$ cat src/rtl/pixel_region_logic_param.sv
// pixel_region_logic_param
// A region of NPIX pixels that share a MEM_DEPTH-slot latency buffer. The
// region captures Time-over-Threshold per pixel, waits out the trigger latency,
// tags triggered hits and reads them out through a token chain.
// Optional build macro PRL_OVF_CNT_EN: when defined, OvfCnt is a saturating
// count of dropped leading edges; otherwise OvfCnt is tied to zero.

module pixel_region_logic_param #(
    parameter int NPIX      = 4,
    parameter int TOT_W     = 4,
    parameter int MEM_DEPTH = 8,
    parameter int LAT_W     = 9,
    parameter int TRIG_W    = 5
) (
    input  logic                  Clk,
    input  logic                  Reset,
    input  logic [NPIX-1:0]       Hit,
    input  logic [NPIX-1:0]       PwrDwn,
    input  logic [LAT_W-1:0]      LatCnt,
    input  logic [LAT_W-1:0]      LatCntReq,
    input  logic                  L1Trig,
    input  logic [TRIG_W-1:0]     TrigId,
    input  logic [TRIG_W-1:0]     TrigIdReq,
    input  logic                  Read,
    input  logic                  TokIn,
    output logic                  TokOut,
    output logic [NPIX*TOT_W-1:0] DataToCore,
    output logic                  Overflow,
    output logic [7:0]            OvfCnt
);

    localparam int SW = (MEM_DEPTH > 1) ? $clog2(MEM_DEPTH) : 1;
    localparam int DW = NPIX * TOT_W;
    localparam logic [TOT_W-1:0] TOT_MAX = {TOT_W{1'b1}};
    localparam logic [TOT_W-1:0] TOT_ONE = TOT_W'(1);

    typedef enum logic [1:0] {
        SLOT_FREE = 2'd0,
        SLOT_WAIT = 2'd1,
        SLOT_TRIG = 2'd2
    } slot_state_t;

    // Per-slot storage
    slot_state_t         state_r [MEM_DEPTH];
    slot_state_t         state_s [MEM_DEPTH];
    logic [LAT_W-1:0]    ts_r    [MEM_DEPTH];
    logic [TRIG_W-1:0]   tag_r   [MEM_DEPTH];
    logic [DW-1:0]       tot_r   [MEM_DEPTH];
    // trk_r[s][p]: pixel p is still integrating its ToT into slot s
    logic [NPIX-1:0]     trk_r   [MEM_DEPTH];

    logic [NPIX-1:0]      hit_prev_r;
    logic                 region_on_s;
    logic [NPIX-1:0]      hit_act_s;
    logic [NPIX-1:0]      le_s;
    logic [MEM_DEPTH-1:0] free_vec_s;
    logic [MEM_DEPTH-1:0] expire_vec_s;
    logic [MEM_DEPTH-1:0] match_vec_s;
    logic                 any_free_s;
    logic                 any_match_s;
    logic                 alloc_s;
    logic                 ovf_s;
    logic                 read_fire_s;
    logic [SW-1:0]        alloc_idx_s;
    logic [SW-1:0]        rd_idx_s;
    logic [DW-1:0]        data_s;

    // Index of the lowest set bit (0 when the vector is empty).
    function automatic logic [SW-1:0] lowest_idx(input logic [MEM_DEPTH-1:0] vec);
        logic [SW-1:0] idx;
        idx = '0;
        for (int i = MEM_DEPTH - 1; i >= 0; i--) begin
            idx = vec[i] ? SW'(i) : idx;
        end
        return idx;
    endfunction

    // Pixel qualification, leading-edge detection, slot scan and readout selection.
    always_comb begin
        region_on_s  = ~(&PwrDwn);
        hit_act_s    = Hit & ~PwrDwn;
        le_s         = Hit & ~hit_prev_r & ~PwrDwn;
        free_vec_s   = '0;
        expire_vec_s = '0;
        match_vec_s  = '0;
        for (int s = 0; s < MEM_DEPTH; s++) begin
            free_vec_s[s]   = (state_r[s] == SLOT_FREE);
            // Equality on LAT_W bits is naturally modulo 2^LAT_W, so BX wrap is handled.
            expire_vec_s[s] = region_on_s && (state_r[s] == SLOT_WAIT) && (LatCntReq == ts_r[s]);
            match_vec_s[s]  = region_on_s && (state_r[s] == SLOT_TRIG) && (tag_r[s] == TrigIdReq);
        end
        any_free_s  = |free_vec_s;
        any_match_s = |match_vec_s;
        alloc_idx_s = lowest_idx(free_vec_s);
        rd_idx_s    = lowest_idx(match_vec_s);
        alloc_s     = region_on_s && (|le_s) && any_free_s;
        ovf_s       = (|le_s) && !any_free_s;
        read_fire_s = TokIn && any_match_s && Read;
    end

    // Slot next-state: FREE -> WAIT -> (TRIG | FREE), TRIG -> FREE on readout.
    always_comb begin
        for (int s = 0; s < MEM_DEPTH; s++) begin
            state_s[s] = state_r[s];
            case (state_r[s])
                SLOT_FREE: begin
                    state_s[s] = (alloc_s && (alloc_idx_s == SW'(s))) ? SLOT_WAIT : SLOT_FREE;
                end
                SLOT_WAIT: begin
                    if (expire_vec_s[s]) begin
                        state_s[s] = L1Trig ? SLOT_TRIG : SLOT_FREE;
                    end else begin
                        state_s[s] = SLOT_WAIT;
                    end
                end
                SLOT_TRIG: begin
                    state_s[s] = (read_fire_s && (rd_idx_s == SW'(s))) ? SLOT_FREE : SLOT_TRIG;
                end
                default: begin
                    state_s[s] = SLOT_FREE;
                end
            endcase
        end
    end

    // Slot state register.
    always_ff @(posedge Clk or negedge Reset) begin
        if (!Reset) begin
            for (int s = 0; s < MEM_DEPTH; s++) begin
                state_r[s] <= SLOT_FREE;
            end
        end else begin
            for (int s = 0; s < MEM_DEPTH; s++) begin
                state_r[s] <= state_s[s];
            end
        end
    end

    // Slot payload: timestamp, trigger tag, per-pixel ToT and tracking bits.
    always_ff @(posedge Clk or negedge Reset) begin
        if (!Reset) begin
            for (int s = 0; s < MEM_DEPTH; s++) begin
                ts_r[s]  <= '0;
                tag_r[s] <= '0;
                tot_r[s] <= '0;
                trk_r[s] <= '0;
            end
        end else begin
            for (int s = 0; s < MEM_DEPTH; s++) begin
                if (alloc_s && (alloc_idx_s == SW'(s))) begin
                    ts_r[s]  <= LatCnt;
                    tag_r[s] <= '0;
                    trk_r[s] <= le_s;
                    for (int p = 0; p < NPIX; p++) begin
                        tot_r[s][p*TOT_W +: TOT_W] <= le_s[p] ? TOT_ONE : '0;
                    end
                end else begin
                    // A trailing edge (or power-down) ends integration for that pixel.
                    trk_r[s] <= trk_r[s] & hit_act_s;
                    if (expire_vec_s[s] && L1Trig) begin
                        tag_r[s] <= TrigId;
                    end
                    // Counting stops on the expiry cycle, freezing the ToT seen then.
                    for (int p = 0; p < NPIX; p++) begin
                        if (trk_r[s][p] && hit_act_s[p] && (state_r[s] == SLOT_WAIT) &&
                            !expire_vec_s[s] && (tot_r[s][p*TOT_W +: TOT_W] != TOT_MAX)) begin
                            tot_r[s][p*TOT_W +: TOT_W] <= tot_r[s][p*TOT_W +: TOT_W] + TOT_ONE;
                        end
                    end
                end
            end
        end
    end

    // Previous-cycle discriminator levels for leading-edge detection.
    always_ff @(posedge Clk or negedge Reset) begin
        if (!Reset) begin
            hit_prev_r <= '0;
        end else begin
            hit_prev_r <= Hit;
        end
    end

    // Readout bus carries the lowest matching slot only while this region holds the token.
    always_comb begin
        data_s = read_fire_s ? tot_r[rd_idx_s] : '0;
    end

    assign DataToCore = data_s;
    assign TokOut     = TokIn & ~any_match_s;
    assign Overflow   = ovf_s;

`ifdef PRL_OVF_CNT_EN
    logic [7:0] ovf_cnt_r;

    // Saturating count of dropped leading edges, cleared only by reset.
    always_ff @(posedge Clk or negedge Reset) begin
        if (!Reset) begin
            ovf_cnt_r <= 8'd0;
        end else if (ovf_s && (ovf_cnt_r != 8'hFF)) begin
            ovf_cnt_r <= ovf_cnt_r + 8'd1;
        end
    end

    assign OvfCnt = ovf_cnt_r;
`else
    assign OvfCnt = 8'd0;
`endif

endmodule

$ cat config.mk
export PLATFORM = sky130hd
export DESIGN_NAME = pixel_region_logic_param
export DESIGN_NICKNAME = d
export VERILOG_FILES = /design/src/rtl/pixel_region_logic_param.sv
export SDC_FILE = /design/constraint.sdc
export NUM_CORES = 1
export LEC_CHECK = 0
export ABC_AREA = 0
export CORE_MARGIN = 5
export CORE_UTILIZATION = 60
export DETAILED_ROUTE_END_ITERATION = 8
export PLACE_DENSITY_LB_ADDON = 0.2
export SLEW_MARGIN = 20
export SYNTH_ARGS = -nofsm -noshare
export SYNTH_HDL_FRONTEND = slang
export SYNTH_SLANG_ARGS = --single-unit
$ cat constraint.sdc
create_clock -name Clk -period 5.85 [get_ports Clk]
set_clock_uncertainty 0.1 [all_clocks]
set_input_delay 0.8775 -clock Clk [delete_from_list [all_inputs] [get_ports Clk]]
set_output_delay 0.8775 -clock Clk [all_outputs]
set_load 0.01 [all_outputs]
==> results of run 1 <==
-- area by class of cell --
type                            count  share of cell area (%)
Clock buffer                       45                    5.38
Clock inverter                     15                   0.799
Inverter                           14                   0.300
Multi-Input combinational cell   1130                    44.8
Sequential cell                   292                    41.7
Tap cell                          335                    2.39
Timing Repair Buffer               88                    4.69
-- logic make-up after synthesis --
| logic type | after synthesis | share of synthesized area (%) |
|---|---|---|
| AOI/OAI and AO/OA | 225 | 9.27 |
| xor gates and xnor gates | 173 | 9.70 |
| adders and majority gates | 32 | 2.56 |
| buffers and inverters | 100 | 3.33 |
| DFF | 292 | 46.8 |
| muxes | 162 | 11.1 |
| other | 1 | 0.0240 |
| and+or+nand+nor | 530 | 17.2 |
-- layout by cell type, fill, tap and decap left out, types with 4 or more instances in the layout --
cell type,instances
sky130_fd_sc_hd__and4b_1,15
sky130_fd_sc_hd__buf_4,29
sky130_fd_sc_hd__clkdlybuf4s50_1,57
sky130_fd_sc_hd__inv_1,14
sky130_fd_sc_hd__o221ai_1,23
sky130_fd_sc_hd__a21oi_1,43
sky130_fd_sc_hd__a311oi_1,9
sky130_fd_sc_hd__and2_1,9
sky130_fd_sc_hd__mux2i_1,74
sky130_fd_sc_hd__o31ai_1,9
sky130_fd_sc_hd__a22o_1,5
sky130_fd_sc_hd__o22ai_1,18
sky130_fd_sc_hd__xnor2_1,74
sky130_fd_sc_hd__and3_1,4
sky130_fd_sc_hd__nor2_1,157
sky130_fd_sc_hd__nor4_1,9
sky130_fd_sc_hd__nand4_1,37
sky130_fd_sc_hd__mux2_2,85
sky130_fd_sc_hd__o21ai_0,82
sky130_fd_sc_hd__or2_2,7
sky130_fd_sc_hd__clkbuf_1,7
sky130_fd_sc_hd__nor4_2,4
sky130_fd_sc_hd__clkbuf_16,35
sky130_fd_sc_hd__clkinv_2,9
sky130_fd_sc_hd__a22oi_1,8
sky130_fd_sc_hd__a31oi_1,5
sky130_fd_sc_hd__nor2b_1,21
sky130_fd_sc_hd__nor3_1,26
sky130_fd_sc_hd__nor3b_2,4
sky130_fd_sc_hd__or3_1,18
sky130_fd_sc_hd__nand2b_1,16
sky130_fd_sc_hd__xor2_1,99
sky130_fd_sc_hd__nand3_1,51
sky130_fd_sc_hd__a211oi_1,6
sky130_fd_sc_hd__dfrtp_1,292
sky130_fd_sc_hd__ha_1,32
sky130_fd_sc_hd__nand2_1,130
sky130_fd_sc_hd__conb_1,8
-- power by group --
part	internal, mW	total (mW)	switching, mW
Combinational	0.679	1.46	0.779
Clock	1.23	2.07	0.842
Sequential	2.44	2.82	0.385
Total	4.34	6.35	2.01
-- registers in the layout, indices dropped and copies added, names as in the netlist --
name / flops
state_r: 16
ts_r: 72
tag_r: 40
hit_prev_r: 4
tot_r: 128
trk_r: 32
-- cells in the mapped netlist (27+ instances only) --
library cell,instances,share of area [%]
sky130_fd_sc_hd__nand2_1,130,3.1
sky130_fd_sc_hd__clkbuf_1,33,0.79
sky130_fd_sc_hd__xor2_1,99,5.6
sky130_fd_sc_hd__dfrtp_1,292,47
sky130_fd_sc_hd__nand3_1,51,1.6
sky130_fd_sc_hd__mux2i_1,74,4.7
sky130_fd_sc_hd__ha_1,32,2.6
sky130_fd_sc_hd__nor3_1,27,0.87
sky130_fd_sc_hd__nor2_1,158,3.8
sky130_fd_sc_hd__xnor2_1,74,4.2
sky130_fd_sc_hd__o21ai_0,82,2.6
sky130_fd_sc_hd__a21oi_1,43,1.4
sky130_fd_sc_hd__nand4_1,37,1.5
sky130_fd_sc_hd__buf_2,27,0.87
sky130_fd_sc_hd__mux2_2,85,6.1
-- per-layer routing --
metal / track usage, % / vias to the layer above
li1: - / 5425
met1: 38.0 / 5949
met2: 45.3 / 377
met3: 5.03 / 97
met4: 12.4 / 0
met5: 0 / -
-- worst max path at each step --
stage / startpoint / to / slack, ns / cells after the start
after floorplan: TrigIdReq[2] / DataToCore[13] / 2.01 / 11
after global placement: TrigIdReq[3] / DataToCore[7] / 0.52 / 10
after detailed placement: TrigIdReq[0] / DataToCore[6] / 0.45 / 10
after CTS: TrigIdReq[0] / DataToCore[6] / 0.44 / 10
after global routing: TrigIdReq[0] / DataToCore[6] / 0.23 / 10
final: TrigIdReq[0] / DataToCore[6] / 0.44 / 10
-- stage by stage --
stage / worst slack (ns) / std cells / cell area [um2] / hold slack (ns)
after detailed placement: 0.446 / 1859 / 16500 / 0.385
after global placement: 0.518 / 1859 / 16500 / 0.380
after floorplan: 2.01 / 1522 / 15600 / 0.367
after global routing: 0.232 / 1919 / 17500 / 0.338
final: 0.439 / 1919 / 17500 / 0.255
after CTS: 0.445 / 1919 / 17500 / 0.313
==> impl_metrics.tcl, run 1 <==
set metrics [dict create \
    cts.htree.levels 2 \
    timing.critical_path.fanout_max 33 \
    synth-seq-cells 292 \
    post_synth_num_cell_types 67 \
    area_growth_pct 12.3 \
    worst_ep_arrival_time_ns 4.43 \
    r2r_cells 10 \
    clock_sink_count 292 \
    fin_total_pwr_mw 6.35 \
    drv_cap 0 \
    gr-usage-all-layers_pct 28.3 \
    critPathMaxStageDelay_ns 0.65 \
    max_transition_viols_final 0 \
    met2_wirelength_um 19100 \
    critPathRequiredTime_ns 4.87 \
    cts.clk_slew.worst_paths_ns 0.06 \
    netlist_instances 1515 \
    synth_enable_flop_cells 0 \
    starting_utilization_of_the_core_area_pct 60.4 \
    final_net_count 1633 \
    detail_route.vias_per_cell 6.17 \
    cts_made_buffers 34 \
    min_path_type "in2async" \
    multi_input_area_um2 7850 \
    hold_violations 0 \
    worst_slew_margin_relative_to_its_limit_pct 19.8 \
    family_with_the_most_delay_on_the_worst_path "buffers and inverters" \
    met1_length_um 17500 \
    r2r-end "tot_r[16]" \
    tightest_slew_ns 1.19 \
    category_of_the_worst_setup_path_capture_point "output port" \
    achievable-frequency_mhz 185 \
    filler_cell_count 1980 \
    die_w_um 171 \
    layout-drive-gt1-share_pct 12.9 \
    dpl.hpwl_um 28500 \
    vias 11848 \
    post_synth_instance_area_um2 15600 \
    rows 59 \
    post-route-period-util_pct 92.5 \
    timing.rr.start "hit_prev_r[0]" \
    power.leakage_nw 8.18 \
    port_buffers 58 \
    core_area_um2 25800 \
    grt_pass1_wl_um 64800 \
    ir_drop_mv 0.340 \
    grt_pass1_vias 11867 \
    highest-signal-layer "met4" \
    power-per-cell-area_nw_per_um2 362 \
    worstPathCellList "clkdlybuf4s50_1 > xor2_1 > nor4_2 > nand4_1 > o211ai_2 > and2_4 > mux2_2 > o221ai_1 > o22ai_1 > clkdlybuf4s50_1" \
    vertical_die_dimension_um 171 \
    slowest_stage "sky130_fd_sc_hd__clkdlybuf4s50_1" \
    critPathLaunchType "primary input" \
    final_min_period_ns 5.41 \
    post_cts.repair.setup_buffers 0 \
    synth-seq-area-share_pct 46.8 \
    antennaDiodeCount 0 \
    utilization_pct 67.9 \
    totalWireLength_um 41000 \
    cts-root-to-sink-buffers 3 \
    floorplan.die_area_um2 29300 \
    drtPass1Iterations 7 \
    worstSkewPairLatency_ns 0.52 \
    routabilityCongestion 0.914 \
    route.detailed.wl_per_inst_um 21.4 \
    antenna_found_initial 0 \
    fin_setup_tns_ns 0 \
    setup-violations-final 0 \
    regArea_um2 7310 \
    timing.critical_path.buf_inv 2 \
    status "completed" \
    crit_type "in2out" \
    timing.reg2reg.setup_slack_ns 2.62 \
    ys.warnings.count 0 \
    async_flop_share_pct 100 \
    cts_resized 0 \
    grt_overflow_total 0 \
    post_cts_hold_buffer_count 0 \
    grt_setup_unrepaired "no" \
    drt.antenna.violating_nets 0 \
    synth_area_per_cell_um2 10.3 \
    critical-path-top-cell-by-count "sky130_fd_sc_hd__clkdlybuf4s50_1" \
    drt_iter0_drc 925 \
    top_level_ports 67 \
    clockRootBuffer "sky130_fd_sc_hd__clkbuf_16" \
    pin_count_of_the_biggest_net_entering_global_routing 145 \
    cts_tree "yes" \
    drcViolationCount 0 \
    synthFlopType "sky130_fd_sc_hd__dfrtp_1" \
    wl_met3_um 2580 \
]
(Power assumes the default switching activity.)
==> run 2, diff against run 1 <==
--- a/config.mk
+++ b/config.mk
@@ -7,9 +7,9 @@
 export LEC_CHECK = 0
 export ABC_AREA = 0
 export CORE_MARGIN = 5
-export CORE_UTILIZATION = 60
+export CORE_UTILIZATION = 45
 export DETAILED_ROUTE_END_ITERATION = 8
-export PLACE_DENSITY_LB_ADDON = 0.2
+export PLACE_DENSITY = 0.69
 export SLEW_MARGIN = 20
 export SYNTH_ARGS = -nofsm -noshare
 export SYNTH_HDL_FRONTEND = slang
==> run 2 against run 1 <==
Net effect: clock power grew 4%; sequential share of layout area decreased by 0.59 points; global-route usage is 6.7 points lower; non-clock buffer count is 3 higher; routed wire length up 1.6%; utilization down 16 points; via count shrank 0.30%; die area grew 31%; register-to-register slack gained 0.14 ns; largest cell class unchanged; flip-flop and latch count unchanged; first-iteration DRC count is 17% higher.
==> impl_metrics.tcl, run 2 (synthesized netlist as in run 1, its figures left out) <==
set metrics [dict create \
    power-per-cell-area_nw_per_um2 362 \
    achievable-frequency_mhz 182 \
    area_growth_pct 13.9 \
    vertical_die_dimension_um 196 \
    power.net_switching_mw 1.98 \
    regArea_um2 7310 \
    combinationalPowerShare_pct 22.8 \
    drtPass1Iterations 5 \
    multi_input_area_um2 7860 \
    whs_ns 0.281 \
    placed_instance_count 1982 \
    power.switching_fraction_pct 30.8 \
    post-route-period-util_pct 93.8 \
    cts_made_buffers 34 \
    path_depth 11 \
    drt_iter0_drc 1081 \
    worstPathCellList "clkdlybuf4s50_1 > xor2_1 > nor4_2 > nand4_1 > o211ai_2 > nand3_1 > and2_1 > buf_4 > a22o_1 > o22ai_1 > clkdlybuf4s50_1" \
    category_of_the_worst_setup_path_capture_point "output port" \
    final_cell_area_um2 17800 \
    critPathLaunchType "primary input" \
    share_seq_of_total_power_pct 43.8 \
    timing.critical_path.fanout_max 10 \
    most-common-layout-cells "sky130_fd_sc_hd__dfrtp_1 (292), sky130_fd_sc_hd__nor2_1 (157), sky130_fd_sc_hd__nand2_1 (130)" \
    clockRootBuffer "sky130_fd_sc_hd__clkbuf_16" \
    dpl.hpwl_um 29100 \
    slowest_stage "sky130_fd_sc_hd__clkdlybuf4s50_1" \
    critPathMaxStageDelay_ns 0.66 \
    timing.critical_path.buf_inv 3 \
    finish.cell_count_without_fillers 2042 \
    routabilityCongestion 0.921 \
    internal-power_mw 4.45 \
    clock_sink_count 292 \
    totalWireLength_um 41600 \
    fin_setup_tns_ns 0 \
    setup-violations-final 0 \
    cts_tree "yes" \
    grt_pass1_wl_um 66400 \
    critPathRequiredTime_ns 4.87 \
    top_level_ports 67 \
    power.share.clock_pct 33.4 \
    max_transition_viols_final 0 \
    utilization_pct 51.8 \
    family_with_the_most_delay_on_the_worst_path "buffers and inverters" \
    cts.htree.levels 2 \
    route.detailed.wl_per_inst_um 20.4 \
    tightest_slew_ns 1.11 \
    worst_slew_margin_relative_to_its_limit_pct 25.5 \
    antennaDiodeCount 0 \
    vias 11813 \
    layout-drive-gt1-share_pct 12.9 \
    status "completed" \
    grt_overflow_total 0 \
    critical-path-top-cell-by-count "sky130_fd_sc_hd__clkdlybuf4s50_1" \
    core_area_um2 34400 \
    layout_top_registers "tot_r (128), ts_r (72), tag_r (40)" \
    drcViolationCount 0 \
    die_w_um 196 \
    drt.antenna.violating_nets 0 \
    final_common_cell "sky130_fd_sc_hd__dfrtp_1" \
    pin_count_of_the_biggest_net_entering_global_routing 103 \
    rows 68 \
    cts_resized 0 \
    worst_ep_arrival_time_ns 4.51 \
    filler_cell_count 3065 \
    grt_setup_unrepaired "no" \
    port_buffers 58 \
    floorplan.die_area_um2 38500 \
    grt_pass1_vias 11915 \
    registers.top_by_ff_count "tot_r" \
    power.leakage_nw 8.22 \
    detail_route.vias_per_cell 5.79 \
    worstSkewPairLatency_ns 0.52 \
    drv_cap 0 \
    flip_flop_count_of_the_largest_register_all_copies_and_words_added 128 \
    min_path_type "in2async" \
    gr-usage-all-layers_pct 21.6 \
    r2r_cells 10 \
    post_cts.repair.setup_buffers 0 \
    cts.clk_slew.worst_paths_ns 0.06 \
    ir_drop_mv 0.293 \
    hold_violations 0 \
    final_min_period_ns 5.49 \
    final_net_count 1636 \
    dpl-instance-area_um2 16700 \
    starting_utilization_of_the_core_area_pct 45.4 \
    crit_type "in2out" \
    cts-root-to-sink-buffers 3 \
    post_cts_hold_buffer_count 0 \
    antenna_found_initial 1 \
]
run 2: through the flow:
stage | power, mW | setup WS [ns]
floorplan | 3.78 | 2.01
global placement | 4.23 | 0.407
detailed placement | 4.29 | 0.387
CTS | 6.46 | 0.371
global route | 6.74 | 0.0861
finish | 6.43 | 0.364
run 2: final cells by class:
type	instances	area share, %
multi-input combinational	1130	44.2
sequential	292	41.1
clock buffer	51	5.67
timing repair buffer	91	4.89
tap	455	3.20
clock inverter	9	0.689
inverter	14	0.295
run 2: power by group through the flow:
stage | combinational, mW | clock (mW) | sequential [mW]
3_5_place_dp | 1.45 | 0 | 2.84
4_1_cts | 1.46 | 2.18 | 2.81
3_3_place_gp | 1.41 | 0 | 2.82
5_1_grt | 1.61 | 2.27 | 2.87
6_report | 1.47 | 2.15 | 2.82
2_1_floorplan | 1.04 | 0 | 2.74
run 2: final timing paths:
| path | start | end | slack (ns) |
|---|---|---|---|
| worst max-delay path | TrigIdReq[0] | DataToCore[11] | 0.36 |
| worst min-delay path | Reset | tot_r[11] | 0.28 |
| worst max register to register | hit_prev_r[2] | trk_r[1] | 2.76 |
| worst min register to register | ts_r[54] | ts_r[54] | 0.40 |
| max in group asynchronous | Reset | tag_r[29] | 4.06 |
| min in group Clk | ts_r[54] | ts_r[54] | 0.40 |
run 2: worst reg2reg max path: cells and delay by family (launching register included):
family                 cells  cell delay [ns]
and+or+nand+nor            6             1.54
DFF                        1             0.41
buffers and inverters      2             0.62
AOI/OAI and AO/OA          2             0.33
run 2: layer usage:
metal  track usage, %  wire [um]  vias up
met5                0          0        -
li1                 -          -     5454
met4             7.01       1180        0
met2             35.0      19700      366
met1             29.2      18200     5909
met3             4.22       2570       84
==> run 3, diff against run 2 <==
--- a/config.mk
+++ b/config.mk
@@ -6,10 +6,11 @@
 export NUM_CORES = 1
 export LEC_CHECK = 0
 export ABC_AREA = 0
-export CORE_MARGIN = 5
+export CORE_MARGIN = 10
 export CORE_UTILIZATION = 45
 export DETAILED_ROUTE_END_ITERATION = 8
 export PLACE_DENSITY = 0.69
+export RECOVER_POWER = 25
 export SLEW_MARGIN = 20
 export SYNTH_ARGS = -nofsm -noshare
 export SYNTH_HDL_FRONTEND = slang
==> run 3 against run 2 <==
Net effect: the flow now finishes with violations (antenna rules, capacitance limit, slew limit); cell area grew 0.25%; via count increased by 0.63%; power up 1.4%.
==> impl_metrics.tcl, run 3 (synthesized netlist as in run 1, its figures left out) <==
set metrics [dict create \
    rows 68 \
    drcViolationCount 0 \
    grt_overflow_total 0 \
    pin_count_of_the_biggest_net_entering_global_routing 129 \
    power-per-cell-area_nw_per_um2 366 \
    timing.critical_path.fanout_max 20 \
    wl_met3_um 2630 \
    min_path_type "reg2reg" \
    fin_setup_tns_ns 0 \
    worstPathCellList "clkdlybuf4s50_1 > xor2_1 > nor4_2 > nand4_1 > nand2_1 > a21oi_1 > o21bai_2 > o221ai_1 > o22ai_1 > clkdlybuf4s50_1" \
    setup_ws_pre_cts_ns 0.346 \
    grt_pass1_wl_um 67800 \
    hold_violations 0 \
    timing.critical_path.buf_inv 2 \
    layout_top_registers "tot_r (128), ts_r (72), tag_r (40)" \
    max_transition_viols_final 170 \
    worst_ep_arrival_time_ns 4.67 \
    final_min_period_ns 5.65 \
    critical-path-top-cell-by-count "sky130_fd_sc_hd__clkdlybuf4s50_1" \
    final_cell_area_um2 17800 \
    detail_route.vias_per_cell 5.79 \
    tightest_slew_ns 2.49 \
    met2_wirelength_um 20600 \
    post_cts_hold_buffer_count 0 \
    drtPass1Iterations 7 \
    slowest_stage "sky130_fd_sc_hd__o21bai_2" \
    category_of_the_worst_setup_path_capture_point "output port" \
    drv_cap 3 \
    power.leakage_nw 8.23 \
    most-common-layout-cells "sky130_fd_sc_hd__dfrtp_1 (292), sky130_fd_sc_hd__nor2_1 (157), sky130_fd_sc_hd__nand2_1 (130)" \
    critPathMaxStageDelay_ns 0.83 \
    critPathRequiredTime_ns 4.87 \
    post-route-period-util_pct 96.6 \
    violated_checks "antenna rules, capacitance limit, slew limit" \
    vertical_die_dimension_um 206 \
    gr-usage-all-layers_pct 20.3 \
    vias 11888 \
    layout-drive-gt1-share_pct 13.3 \
    flip_flop_count_of_the_largest_register_all_copies_and_words_added 128 \
    highest-signal-layer "met4" \
    floorplan.die_area_um2 42500 \
    worstSkewPairLatency_ns 0.53 \
    whs_ns 0.400 \
    cts_made_buffers 35 \
    post_cts.repair.setup_buffers 0 \
    worst_slack_ns 0.198 \
    filler_cell_count 3064 \
    top_level_ports 67 \
    cts_tree "yes" \
    family_with_the_most_delay_on_the_worst_path "compound AO/OA/AOI/OAI gates" \
    cts-root-to-sink-buffers 3 \
    dpl-instance-area_um2 16600 \
    starting_utilization_of_the_core_area_pct 45.4 \
    multi_input_area_um2 7860 \
    fin_total_pwr_mw 6.52 \
    die_w_um 206 \
    final_common_cell "sky130_fd_sc_hd__dfrtp_1" \
    status "finished with violations" \
    achievable-frequency_mhz 177 \
    clockRootBuffer "sky130_fd_sc_hd__clkbuf_16" \
    registers.top_by_ff_count "tot_r" \
    totalWireLength_um 43100 \
    setup-violations-final 0 \
    met1_length_um 18500 \
    crit_type "in2out" \
    area_growth_pct 14.2 \
    final_net_count 1640 \
    dpl.hpwl_um 29900 \
    ir_drop_mv 0.252 \
    grt_pass1_vias 11898 \
    cts.htree.levels 2 \
    clock_sink_count 292 \
    drt.antenna.violating_nets 1 \
    port_buffers 58 \
    route.detailed.wl_per_inst_um 21.0 \
    cts.clk_slew.worst_paths_ns 0.06 \
    routabilityCongestion 0.926 \
    critPathLaunchType "primary input" \
    grt_setup_unrepaired "no" \
    drt_iter0_drc 1022 \
    core_area_um2 34400 \
    worst_slew_margin_relative_to_its_limit_pct -66.2 \
    cts_resized 0 \
    regArea_um2 7310 \
    antenna_found_initial 1 \
]
run 3: changes by cell type in the layout (fill, tap and decap cells not counted), sizes merged:
cell	change
dlygate4sd3	+4
diode	+5
clkdlybuf4s50	-4
clkbuf	+3
clkinvlp	+1
inv	+1
run 3: worst min-delay path, cell delays in order (launching register included):
cell and delay, ns:
sky130_fd_sc_hd__dfrtp_1 0.36, sky130_fd_sc_hd__nand2_1 0.05, sky130_fd_sc_hd__nand2_1 0.06
run 3: report_power, final:
| part | internal (mW) | switching (mW) | total [mW] |
|---|---|---|---|
| logic | 0.687 | 0.776 | 1.46 |
| clock network | 1.36 | 0.874 | 2.23 |
| registers | 2.44 | 0.392 | 2.83 |
run 3: metrics by stage:
| step | cells | util, % |
|---|---|---|
| 2_1_floorplan | 1522 | - |
| 3_3_place_gp | 1984 | 48.4 |
| 3_5_place_dp | 1984 | 48.4 |
| 4_1_cts | 2046 | 51.9 |
| 5_1_grt | 2047 | 51.9 |
| 6_report | 2052 | 51.9 |
run 3: area by class of cell:
class	count	share of cell area (%)
clock buffer	51	5.76
inverter	14	0.295
tap	455	3.19
timing repair buffer	94	4.77
multi-input combinational	1130	44.1
sequential	292	41.0
antenna	5	0.0702
clock inverter	11	0.863
run 3: worst paths after layout:
path | to | from | slack [ns] | cells past startpoint
max | DataToCore[6] | TrigIdReq[4] | 0.20 | 10
min | ts_r[57] | ts_r[57] | 0.40 | 2
max reg2reg | state_r[1] | tag_r[3] | 2.72 | 8
min reg2reg | ts_r[57] | ts_r[57] | 0.40 | 2
max in group asynchronous | ts_r[63] | Reset | 1.67 | 2
min in group asynchronous | tot_r[58] | Reset | 0.71 | 1
run 3: metal layers:
layer	vias up	GRT usage (%)
met4	0	7.56
met1	5962	26.3
met2	389	33.2
met5	-	0
met3	86	3.62
li1	5451	-
